[config.mk]
export PLATFORM = sky130hd
export DESIGN_NAME = latch_rf_write_ctrl
export DESIGN_NICKNAME = d
export VERILOG_FILES = /design/src/rtl/latch_rf_write_ctrl.sv
export SDC_FILE = /design/constraint.sdc
export NUM_CORES = 1
export LEC_CHECK = 0
export BUFFER_PORTS_ARGS = -buffer_cell sky130_fd_sc_hd__buf_2
export CORE_MARGIN = 5
export CORE_UTILIZATION = 44
export DETAILED_ROUTE_END_ITERATION = 12
export GPL_ROUTABILITY_DRIVEN = 0
export PLACE_DENSITY = 0.82
export SLEW_MARGIN = 0
export SYNTH_ARGS = -nofsm -noshare
export SYNTH_HDL_FRONTEND = slang
export SYNTH_SLANG_ARGS = --single-unit
[constraint.sdc]
create_clock -name clk -period 1.8 [get_ports clk]
set_input_delay 0.09 -clock clk [delete_from_list [all_inputs] [get_ports clk]]
set_output_delay 0.09 -clock clk [all_outputs]
set_load 0.05 [all_outputs]
[src/rtl/latch_rf_write_ctrl.sv]
// Two-port round-robin write sequencer for a latch-based register file.
// Every write runs SETUP -> PULSE -> HOLD, and every latch-facing output comes straight from a flop.
module latch_rf_write_ctrl #(
  parameter int NUM_REGS = 8,
  parameter int DATA_W   = 32,
  parameter int ADDR_W   = 5
) (
  input  logic                clk,
  input  logic                rst,
  input  logic                a_req,
  input  logic [ADDR_W-1:0]   a_addr,
  input  logic [DATA_W-1:0]   a_data,
  output logic                a_ack,
  input  logic                b_req,
  input  logic [ADDR_W-1:0]   b_addr,
  input  logic [DATA_W-1:0]   b_data,
  output logic                b_ack,
  output logic                err,
  output logic                busy,
  output logic [DATA_W-1:0]   lat_d,
  output logic [NUM_REGS-1:0] lat_en
);

  typedef enum logic [1:0] {IDLE, SETUP, PULSE, HOLD} state_t;

  state_t              state, state_nx;
  logic                rr_b;      // last granted port was B
  logic                gnt_b_q;
  logic [ADDR_W-1:0]   addr_q;
  logic                grant, gnt_b, in_range;
  logic [NUM_REGS-1:0] en_nx;

  always_comb begin
    grant    = a_req | b_req;
    gnt_b    = b_req & (~a_req | ~rr_b);
    in_range = 32'(addr_q) < NUM_REGS;
    state_nx = state;
    en_nx    = '0;
    case (state)
      IDLE:  if (grant) state_nx = SETUP;
      SETUP: begin
        state_nx = PULSE;
        // The decode is done one cycle early so that lat_en itself is a plain register.
        if (in_range) en_nx = NUM_REGS'(1) << addr_q;
      end
      PULSE: state_nx = HOLD;
      HOLD:  state_nx = IDLE;
      default: state_nx = IDLE;
    endcase
  end

  always_ff @(posedge clk or posedge rst) begin
    if (rst) begin
      state   <= IDLE;
      rr_b    <= 1'b1;
      gnt_b_q <= 1'b0;
      addr_q  <= '0;
      lat_d   <= '0;
      lat_en  <= '0;
      a_ack   <= 1'b0;
      b_ack   <= 1'b0;
      err     <= 1'b0;
    end else begin
      state  <= state_nx;
      lat_en <= en_nx;
      a_ack  <= (state == PULSE) & ~gnt_b_q;
      b_ack  <= (state == PULSE) & gnt_b_q;
      err    <= (state == PULSE) & ~in_range;
      // lat_d doubles as the captured data register; it is stable from SETUP until the next grant.
      if (state == IDLE && grant) begin
        gnt_b_q <= gnt_b;
        rr_b    <= gnt_b;
        addr_q  <= gnt_b ? b_addr : a_addr;
        lat_d   <= gnt_b ? b_data : a_data;
      end
    end
  end

  assign busy = (state != IDLE);

endmodule

==> flow_metrics.tcl <==
set metrics [dict create \
    dpl.hpwl_um 4550 \
    hold_ws_ns 0.0142 \
    critical-path-top-delay-family "compound AO/OA/AOI/OAI gates" \
    std_cell_rows 26 \
    coreArea_um2 5070 \
    cpMaxStageDelayCell "a21boi_4" \
    intPower_mw 2.99 \
    multi_input_area_um2 870 \
    power.leakage_nw 1.60 \
    num_antenna_cells 0 \
    die_y_um 81.9 \
    seq_area_frac_synth_pct 57.3 \
    ctsRootBufferMaster "clkbuf_8" \
    num-nets-final 456 \
    final_layout_size_suffix_gt1_share_pct 38.3 \
    rsz0062_at_grt "false" \
    fmax_ghz 0.618 \
    first_global_vias 2164 \
    io-pin-count 122 \
    vias 2197 \
    cts_resized 0 \
    grt_usage_pct 18.7 \
    insertion_delay_ns 0.29 \
    ys_warn_count 0 \
    grt_max_degree 38 \
    tritoncts "yes" \
    cp_common_cell "a21oi_1" \
    clockBufferDepth 2 \
    cp.arrival_ns 1.83 \
    syn_to_final_growth_pct 34.8 \
    relSlewSlack_pct 33.9 \
    syn_nets 333 \
    sw_frac_of_total_pct 50.9 \
    die_w_um 81.9 \
    critPathMaxFanout 37 \
    crit_path_start_kind "flop" \
    nFillCells 468 \
    start_util_pct 44.8 \
    critical_path.max_stage_delay_ns 0.77 \
    drv_slew 0 \
    cts.sinks 52 \
    worstSetupPathType "reg -> reg" \
    clock-skew-final_ns 0.00749 \
    cp.buffers_inverters 0 \
    seqPwrFrac_pct 32.2 \
    combPwrFrac_pct 55.1 \
    netlist_area_um2 2270 \
    final-setup-viol-count 0 \
    cts.reportedPaths.clkPinSlew_ns 0.09 \
    cts_buffers 5 \
    firstDrtPassIters 4 \
    outcome "finished, final reports clean" \
    drc 0 \
    worst_ep_required_time_ns 2.02 \
    synthCells 252 \
    routed_wl_um 6050 \
    die-area_um2 6700 \
    port_buffers 121 \
    antenna_found_initial 0 \
    utilization_pct 60.4 \
    cts.htree.levels 2 \
    end_kind "flop" \
    ant_nets 0 \
    p_total_mw 6.10 \
    grt_pass1_wl_um 9650 \
    holdCritPathClass "in -> reg" \
    p_per_area_nw_per_um2 1990 \
    p_sw_mw 3.11 \
    setup_tns_ns 0 \
    grt-ovfl-total 0 \
    placed_area_um2 2950 \
    worstMarginPinSlew_ns 0.989 \
    period_share_pct 89.9 \
    syn_avg_cell_area_um2 9.02 \
    stdcell_area_um2 3070 \
    synth_cell_types 25 \
    postCtsSetupBuffers 0 \
    cap_violations 0 \
    register_area_um2 1300 \
    wl_per_cell_um 13.6 \
    vias_per_cell 4.93 \
    dr.first_iter.drc_count 104 \
    synth_seq_cells 52 \
    ir_worst_vdd_mv 0.998 \
    period_minus_slack_ns 1.62 \
    finalHoldViolations 0 \
    path_cells "a21boi_4 -> a21oi_1 -> a21oi_1" \
    clkPwrFrac_pct 12.7 \
]
==> synth_stat cells, drive strengths merged <==
library cell   n  area share, %
a21bo          1           0.44
a21boi         1           0.83
a21oi         76             17
a31oi          1           0.28
and2           1           0.28
buf           13            3.6
clkbuf         2           0.33
dfrtp         51             56
dfstp          1            1.2
ha             3            1.7
inv            4           0.66
mux2           1           0.66
nand2         39            6.4
nand2b         2           0.55
nand3          1           0.22
nand3b         1           0.33
nor2          45            7.4
nor2b          2           0.55
nor3           3           0.66
o21a           1           0.33
o21ai          2           0.44
or3            1           0.28
==> cell families after synthesis <==
group           count (synthesis)  synth area share (%)
fa+ha+maj                       3                  1.65
compound gates                 82                  19.0
buf+inv                        19                  4.62
mux                             1                 0.660
flops                          52                  57.3
simple gates                   95                  16.7
==> timing repair <==
item,4_1_cts,5_1_grt
endpoints found under the hold margin,24,0
hold buffers,1,0
setup endpoints to repair,0,1
==> flip-flops by register name, summed over array words and instances (netlist names) <==
signal   flops
lat_d       32
lat_en       8
addr_q       5
state        2
a_ack        1
b_ack        1
err          1
gnt_b_q      1
rr_b         1
==> through the flow <==
step | setup WS (ns) | cells
final | 0.182 | 446
after global routing | 0.00845 | 446
after CTS | 0.152 | 446
after detailed placement | 0.181 | 437
after global placement | 0.231 | 437
after floorplan | 0.138 | 252
==> cells in the final DEF (no fill, tap or decap), types with 2 or more instances in the layout <==
| master | instances |
|---|---|
| nor3_1 | 3 |
| inv_1 | 2 |
| nor2_1 | 45 |
| inv_2 | 2 |
| nand2_1 | 39 |
| nor2b_1 | 2 |
| buf_4 | 9 |
| buf_2 | 121 |
| dfrtp_1 | 51 |
| ha_1 | 3 |
| nand2b_1 | 2 |
| a21oi_1 | 76 |
| clkbuf_8 | 5 |
==> worst min-delay path, delay by kind of cell <==
family,cells,cell delay (ns)
AO/OA/AOI/OAI,1,0.05
buffers and inverters,1,0.09
AND/OR/NAND/NOR,1,0.04
==> power by group through the flow <==
stage	logic, mW	clock network [mW]	registers [mW]
floorplan	1.19	0	3.34
global placement	3.30	0	1.97
detailed placement	3.39	0	1.98
CTS	3.39	0.797	1.97
global route	3.62	0.853	2.02
finish	3.36	0.774	1.96
==> layer usage <==
metal  wire length (um)  vias up  global-route usage [%]
li1                   -     1077                       -
met1               2420     1031                    21.1
met2               3100       79                    34.3
met3                427       10                    4.28
met4                 98        0                    6.31
met5                  0        -                       0
==> final timing paths <==
check | slack [ns] | endpoint | startpoint | cells after the start
hold reg to reg | 0.45 | a_ack$_DFF_PP0_ | gnt_b_q$_DFFE_PP0P_ | 1
setup / recovery | 0.18 | lat_d[3]$_DFFE_PP0P_ | rr_b$_DFFE_PP1P_ | 3
setup reg to reg | 0.18 | lat_d[3]$_DFFE_PP0P_ | rr_b$_DFFE_PP1P_ | 3
hold / removal | 0.01 | lat_d[31]$_DFFE_PP0P_ | a_data[31] | 3
min in group asynchronous | 0.38 | lat_en[6]$_DFF_PP0_ | rst | 3
max in group asynchronous | 0.74 | lat_d[1]$_DFFE_PP0P_ | rst | 4
==> final cells by class <==
| type | count | area share [%] |
|---|---|---|
| Clock buffer | 6 | 2.37 |
| Clock inverter | 2 | 1.14 |
| Inverter | 4 | 0.490 |
| Multi-Input combinational cell | 181 | 28.4 |
| Sequential cell | 52 | 42.5 |
| Tap cell | 70 | 2.86 |
| Timing Repair Buffer | 131 | 22.3 |
Power figures use the tool's default switching activity.
